==> src/rtl/audio_sample_fifo.sv <==
// rtl/audio_sample_fifo.sv - stereo PCM pair buffer feeding the codec controller
// Prefills before playback, substitutes silence on underflow, flags starvation.
module audio_sample_fifo #(
   parameter int DATA_W     = 16,
   parameter int DEPTH      = 16,
   parameter int PREFILL    = 8,
   parameter int MUTE_AFTER = 4
) (
   input  logic                       s_CLK,
   input  logic                       s_NRESET,
   input  logic                       s_EN,
   input  logic                       i_WrValid,
   input  logic [DATA_W-1:0]          i_WrLeft,
   input  logic [DATA_W-1:0]          i_WrRight,
   output logic                       o_WrReady,
   input  logic                       i_SampleReq,
   output logic [DATA_W-1:0]          o_Left,
   output logic [DATA_W-1:0]          o_Right,
   output logic                       o_SampleValid,
   output logic                       o_Underflow,
   output logic                       o_Starved,
   output logic [$clog2(DEPTH):0]     o_Level
);

   localparam int AW = $clog2(DEPTH);
   localparam int LW = AW + 1;
   localparam int CW = $clog2(MUTE_AFTER + 1);

   typedef enum logic [1:0] {ST_IDLE, ST_FILL, ST_RUN} state_t;

   state_t                state, state_nxt;
   logic [2*DATA_W-1:0]   mem [DEPTH];
   logic [AW-1:0]         wr_ptr, rd_ptr;
   logic [LW-1:0]         level, level_nxt;
   logic [CW-1:0]         starve_cnt;
   logic                  full, wr_en, pop, underrun, starve_hit;

   assign full      = (level == LW'(DEPTH));
   assign o_WrReady = (state != ST_IDLE) && !full;
   assign o_Level   = level;

   always_comb begin
      wr_en      = i_WrValid && o_WrReady;
      pop        = 1'b0;
      underrun   = 1'b0;
      starve_hit = 1'b0;
      state_nxt  = state;
      if (state == ST_RUN && i_SampleReq) begin
         pop        = (level != '0);
         underrun   = (level == '0);
         starve_hit = underrun && (starve_cnt == CW'(MUTE_AFTER - 1));
      end
      level_nxt = level + LW'(wr_en) - LW'(pop);
      if (!s_EN) begin
         state_nxt = ST_IDLE;
      end else begin
         case (state)
            ST_IDLE: state_nxt = ST_FILL;
            // the write landing this cycle counts toward the prefill threshold
            ST_FILL: if (level_nxt >= LW'(PREFILL)) state_nxt = ST_RUN;
            ST_RUN:  if (starve_hit) state_nxt = ST_FILL;
            default: state_nxt = ST_IDLE;
         endcase
      end
   end

   always_ff @(posedge s_CLK or negedge s_NRESET) begin
      if (!s_NRESET) state <= ST_IDLE;
      else           state <= state_nxt;
   end

   always_ff @(posedge s_CLK) begin
      if (wr_en) mem[wr_ptr] <= {i_WrLeft, i_WrRight};
   end

   always_ff @(posedge s_CLK or negedge s_NRESET) begin
      if (!s_NRESET) begin
         wr_ptr        <= '0;
         rd_ptr        <= '0;
         level         <= '0;
         starve_cnt    <= '0;
         o_Left        <= '0;
         o_Right       <= '0;
         o_SampleValid <= 1'b0;
         o_Underflow   <= 1'b0;
         o_Starved     <= 1'b1;
      end else if (!s_EN) begin
         wr_ptr        <= '0;
         rd_ptr        <= '0;
         level         <= '0;
         starve_cnt    <= '0;
         o_Left        <= '0;
         o_Right       <= '0;
         o_SampleValid <= 1'b0;
         o_Underflow   <= 1'b0;
         o_Starved     <= 1'b1;
      end else begin
         if (wr_en) wr_ptr <= wr_ptr + AW'(1);
         if (pop)   rd_ptr <= rd_ptr + AW'(1);
         level         <= level_nxt;
         o_Underflow   <= underrun;
         o_SampleValid <= (state != ST_IDLE) && i_SampleReq;
         if (state != ST_IDLE && i_SampleReq) begin
            // FILL and underflowed requests deliver silence
            {o_Left, o_Right} <= pop ? mem[rd_ptr] : '0;
         end
         if (pop || starve_hit) starve_cnt <= '0;
         else if (underrun)     starve_cnt <= starve_cnt + CW'(1);
         if (state == ST_FILL && state_nxt == ST_RUN) o_Starved <= 1'b0;
         if (starve_hit)                              o_Starved <= 1'b1;
      end
   end

endmodule

==> config.mk <==
export PLATFORM = sky130hd
export DESIGN_NAME = audio_sample_fifo
export DESIGN_NICKNAME = d
export VERILOG_FILES = /design/src/rtl/audio_sample_fifo.sv
export SDC_FILE = /design/constraint.sdc
export NUM_CORES = 1
export LEC_CHECK = 0
export CORE_MARGIN = 2
export CORE_UTILIZATION = 63
export DETAILED_ROUTE_END_ITERATION = 16
export DONT_BUFFER_PORTS = 1
export PLACE_DENSITY = 0.79
export SLEW_MARGIN = 5
export SYNTH_ARGS = -nofsm -noshare
export SYNTH_HDL_FRONTEND = slang
export SYNTH_SLANG_ARGS = --single-unit
==> constraint.sdc <==
create_clock -name s_CLK -period 6.25 [get_ports s_CLK]
set_clock_uncertainty 0.05 [all_clocks]
set_input_delay 0.9375 -clock s_CLK [delete_from_list [all_inputs] [get_ports s_CLK]]
set_output_delay 0.9375 -clock s_CLK [all_outputs]
set_load 0.02 [all_outputs]
==> impl_metrics.toml, run 1 <==
[timing]
hold_viol_final = 0
slew_violations = 0
worstMarginPinSlew_ns = 1.16
rsz0062_at_grt = "false"
fin_tns_setup_ns = 0
fmax_mhz = 233
setup_violations = 0
fin_crit_sh = 0.688
slew_headroom = 0.227
fin_crit_ns = 4.30

[worst_setup_path]
crit_type = "reg -> reg"
cp.required_ns = 6.61
start_kind = "flip-flop"
crit_arrival_ns = 4.66
endpoint_kind = "flip-flop"
critPathMaxFanout = 19

[grt]
grt_max_degree = 75
grt_pass1_wl_microns = 67400
grt_usage = 0.257
antenna_found_initial = 0
grt_overflow = 0
grt_pass1_vias = 10947

[clock_tree]
cts_sinks = 565
postCtsSetupBuffers = 0
cts_max_path_buffers = 3
clock_latency_ns = 0.59
ctsResizeCount = 0
cts_buffers = 53
path_clk_slew_ns = 0.06
cts_root_buf = "clkbuf_16"
cts_tree = "built"
htreeDepth = 2

[worst_hold_path]
hp-class = "in -> async"

[synthesis]
async_reset_ff_frac = 0.0938
synth_seq_area_share = 0.764
ys_ff_latch = 565
synth-main-ff-cell = "edfxtp_1"
synth-edff-count = 512
ys_warn_count = 0
synthCells = 1027
synth_cell_types = 47
synth_area_sq_um = 21900
avgSynthCellArea_sq_um = 21.3
synthesis.nets = 1078

[flow_run]
cap_violations = 0

[place]
io_buffer_count = 0
place_hpwl_microns = 23500
routabilityCongestion = 0.732

[finish]
fill_cells = 2002
antennaDiodeCount = 0
nets = 1111
area_delta_synth_final_pct = 11.2
drive_gt1_frac = 0.235

[floorplanning]
initial_utilization = 0.636
dieHeight_microns = 190
die_w_microns = 190
core_sq_um = 34400
dieArea_sq_um = 36200
design.portCount = 78
fp-row-count = 68

[power_and_ir_drop]
power.density_nw_per_um2 = 339
ir_drop_mv = 0.273
finalPower_mw = 8.24
leakage_nw = 7.93

[route]
vias = 10236
drt_first_pass_iters = 5
antenna_left = 0
routed_wl_microns = 44100
avgRoutedWirePerCell_microns = 28.3
drc = 0
viasPerCell = 6.56
drtIter0Drc = 931

[status]
status = "finished, final reports clean"
## metrics by stage
stage	util	cell area [sq um]	cells	setup slack, ns	hold WS [ns]
after floorplan	-	21900	1027	0.983	0.462
after detailed placement	0.655	22500	1459	1.95	0.503
after CTS	0.708	24300	1560	1.98	0.134
final	0.708	24300	1560	1.95	0.160
after global routing	0.708	24300	1560	1.70	0.131
after global placement	0.655	22500	1459	2.09	0.476
## cells in the mapped netlist, types with 2 or more instances
master    count  share of area
o31ai_1       2        0.00069
xor2_1        3         0.0012
dfrtp_1      52          0.059
inv_1        15         0.0026
mux2i_1      66          0.030
and3_1        4         0.0011
and2_1        7         0.0020
nor4_1       15         0.0043
ha_1         13         0.0074
o21a_1        2        0.00069
edfxtp_1    512           0.70
xnor2_1       3         0.0012
nor2_1       73          0.013
o21ai_0       2        0.00046
nand3b_1      2        0.00069
a211o_1      32          0.013
nor2b_1       4         0.0011
buf_2        15         0.0034
buf_6        11         0.0057
nand2_1       6         0.0010
nand3_1       5         0.0011
clkbuf_1     17         0.0029
mux4_2      128           0.13
buf_1        10         0.0017
a21oi_1       4        0.00092
and3b_1       2        0.00080
a21boi_0      2        0.00069
## path summary, 6_finish.rpt
path	startpoint	endpoint	slack [ns]	cells past startpoint
setup reg to reg	o_Level[2]	state[1]	1.95	11
hold / removal	s_NRESET	o_Starved	0.16	0
hold reg to reg	starve_cnt[1]	starve_cnt[1]	0.52	2
min in group s_CLK	i_WrLeft[12]	mem[11][28]	0.39	0
setup / recovery	o_Level[2]	state[1]	1.95	11
max in group asynchronous	s_NRESET	rd_ptr[1]	5.64	1
## cell usage in the layout (no fill, tap or decap), types with 5 or more instances in the layout
cell | Yosys | layout
inv_1 | 15 | 15
nand2_1 | 6 | 6
nor2_1 | 73 | 69
clkbuf_8 | 0 | 6
buf_4 | 0 | 29
a211o_1 | 32 | 32
and2_1 | 7 | 7
clkbuf_1 | 17 | 14
clkinv_2 | 0 | 8
mux4_2 | 128 | 128
nor4_2 | 0 | 12
clkbuf_16 | 0 | 55
edfxtp_1 | 512 | 512
bufinv_16 | 0 | 6
ha_1 | 13 | 13
mux2i_1 | 66 | 66
nand3_1 | 5 | 5
clkinv_1 | 1 | 10
dfrtp_1 | 52 | 49
## per-layer routing
layer	vias to the layer above	part of all wire	GRT usage	wire, microns
met5	-	0	0	0
met4	0	0.032	0.0915	1430
met3	99	0.076	0.0628	3350
met2	423	0.51	0.424	22600
met1	5446	0.38	0.339	16700
li1	4268	-	-	-
## what timing repair did
item,in CTS,in global routing
hold endpoints to repair,52,0
endpoints found under the setup margin,0,0
hold buffers,1,0
## power breakdown
| group | total (mW) | switching [mW] | internal, mW |
|---|---|---|---|
| logic | 0.633 | 0.353 | 0.280 |
| registers | 4.36 | 0.103 | 4.25 |
| clock network | 3.25 | 1.32 | 1.93 |
## registers in the layout, indices dropped and copies added (netlist names)
register and count:
o_Starved 1, o_Level 5, o_Left 16, o_Right 16, starve_cnt 3, mem 512, wr_ptr 4, rd_ptr 4
o_SampleValid 1, o_Underflow 1, state 2
## worst max-delay path, stage by stage, from the launching register on
cell and delay, ns:
dfrtp_1 0.46, inv_1 0.12, ha_1 0.23, a311o_1 0.91
ha_1 0.26, inv_1 0.04, ha_1 0.21, fa_1 0.43
and3b_1 0.21, or4_1 0.53, a211oi_1 0.46, o21ai_0 0.21
## logic make-up (layout without fill, tap and decap cells)
family / Yosys count / count (layout) / synth area share
AOI/OAI and AO/OA: 51 / 51 / 0.0188
xor gates and xnor gates: 6 / 6 / 0.00240
adders and majority gates: 14 / 14 / 0.00835
buffers and inverters: 70 / 148 / 0.0167
DFF: 565 / 565 / 0.764
muxes: 194 / 194 / 0.162
and+or+nand+nor: 127 / 127 / 0.0281
## area by class of cell
cell class	instances	area, sq um	area share
tap	455	569	0.0234
timing repair buffer	32	285	0.0117
sequential	565	16700	0.687
clock buffer	75	1510	0.0621
multi-input combinational	392	4920	0.202
clock inverter	25	270	0.0111
inverter	16	60.1	0.00247
(Power assumes the default switching activity.)
==> run 2, diff against run 1 <==
CORE_UTILIZATION = 57   (was 63)
PLACE_DENSITY = 0.75   (was 0.79)
clock period = 3.7 ns   (was 6.25 ns; I/O delays follow)
==> impl_metrics.toml, run 2 (same netlist as run 1, synthesis figures left out) <==
[timing]
slew_violations = 0
slew_headroom = 0.540
worstMarginPinSlew_ns = 0.690
fin_crit_sh = 0.927
fmax_mhz = 291
fin_crit_ns = 3.43
hold_viol_final = 0
fin_tns_setup_ns = 0
setup_violations = 0
hold_ws_ns = 0.0234
rsz0062_at_grt = "false"

[finish]
nets = 1167
drive_gt1_frac = 0.232
largest_reg_flops = 512
layout_top_registers = "mem x512, o_Left x16, o_Right x16"
largest_register = "mem"
multiInputGateArea_sq_um = 5010
layout_commonest_cell = "edfxtp_1"
mostFrequentLayoutCells = "512 x edfxtp_1, 128 x mux4_2, 69 x nor2_1"
area_delta_synth_final_pct = 14.3
seq_area_sq_um = 16700
fill_cells = 2393
finalNonFillerCells = 1671

[route]
routed_wl_microns = 44700
dr_wl_met3_microns = 2700
antenna_left = 0
avgRoutedWirePerCell_microns = 26.8
viasPerCell = 6.16
drc = 0
drt_first_pass_iters = 5
highest_layer = "met5"
vias = 10294
routed-wl-met2_microns = 22800
drtIter0Drc = 828
wl_met1_microns = 18500

[flow_run]
cap_violations = 0

[floorplanning]
core_sq_um = 37800
initial_utilization = 0.579
fp-row-count = 71
design.portCount = 78
dieHeight_microns = 200
dieArea_sq_um = 40000
die_w_microns = 200

[worst_hold_path]
hp-class = "in -> reg"
hold_path_startpoint = "i_WrLeft[14]"

[grt]
grt_pass1_vias = 10657
grt_overflow = 0
grt_max_degree = 57
antenna_found_initial = 3
grt_pass1_wl_microns = 67600
grt_usage = 0.235

[worst_setup_path]
critPathMaxFanout = 4
crit_arrival_ns = 3.84
cp.required_ns = 4.11
endpoint_kind = "flip-flop"
r2r-start = "o_Level[3]"
cp-startpoint = "o_Level[3]"
start_kind = "flip-flop"
crit_type = "reg -> reg"

[power_and_ir_drop]
power.density_nw_per_um2 = 552
leakage_nw = 8.18
finalPower_mw = 13.8
ir_drop_mv = 0.481

[clock_tree]
htreeDepth = 2
path_clk_slew_ns = 0.06
cts_max_path_buffers = 3
cts_root_buf = "clkbuf_16"
cts_tree = "built"
cts_sinks = 565
cts_buffers = 53
clock_latency_ns = 0.59

[place]
place_hpwl_microns = 23300
io_buffer_count = 0
routabilityCongestion = 0.738
dp.cells = 1527

[status]
status = "finished, final reports clean"
-- run 2: cell count changes in the layout (fill, tap and decap cells not counted), moves of 2 or more --
| cell | before | now |
|---|---|---|
| nor4_2 | 12 | 3 |
| clkinv_1 | 10 | 14 |
| bufinv_16 | 6 | 3 |
| buf_12 | 2 | 10 |
| dlygate4sd3_1 | 0 | 44 |
| nor4_4 | 0 | 9 |
| clkbuf_16 | 55 | 53 |
| buf_4 | 29 | 33 |
| clkbuf_1 | 14 | 12 |
| diode_2 | 0 | 2 |
-- run 2: final timing paths --
path | end | slack (ns) | cells past startpoint
max | state[1] | 0.27 | 12
min | mem[15][30] | 0.02 | 0
max reg2reg | state[1] | 0.27 | 12
min reg2reg | starve_cnt[1] | 0.51 | 2
max in group asynchronous | rd_ptr[2] | 2.76 | 2
min in group asynchronous | o_Right[2] | 0.51 | 2
-- run 2: area by class of cell --
type,count,share of cell area
diodes,2,0.000200
inverters,16,0.00240
well taps,511,0.0256
clock inverters,25,0.00766
flip-flops and latches,565,0.668
repair buffers,88,0.0366
clock buffers,72,0.0587
multi-input cells,392,0.200
-- run 2: layer usage --
layer,global-route usage,vias to the layer above
li1,-,4393
met2,0.391,325
met5,0,-
met3,0.0457,52
met1,0.325,5522
met4,0.0658,2
-- run 2: critical path: stages (launching register included) --
cell      delay, ns
dfrtp_1        0.37
inv_1          0.08
ha_1           0.22
nor4b_2        0.25
nor2_1         0.12
ha_1           0.29
inv_1          0.04
ha_1           0.20
fa_1           0.42
and3b_1        0.21
or4_1          0.54
a211oi_2       0.37
o21ai_0        0.14
-- run 2: report_power, final --
| group | internal, mW | total, mW | switching (mW) |
|---|---|---|---|
| Sequential | 7.18 | 7.34 | 0.158 |
| Combinational | 0.552 | 1.26 | 0.709 |
| Clock | 2.97 | 5.20 | 2.23 |
| Total | 10.7 | 13.8 | 3.10 |
-- run 2: what timing repair did --
item	CTS	global route
setup buffers	0	0
gates resized for setup	1	1
hold buffers	38	7
pin swaps	0	0
hold endpoints to repair	463	24
endpoints found under the setup margin	1	3
-- run 2: stage by stage --
stage | utilization | cell area, sq um | setup slack (ns)
global route | 0.662 | 25000 | 0.0306
floorplan | - | 22000 | -1.21
CTS | 0.660 | 24900 | 0.120
detailed placement | 0.606 | 22900 | -0.0189
global placement | 0.606 | 22900 | 0.0884
finish | 0.662 | 25000 | 0.269
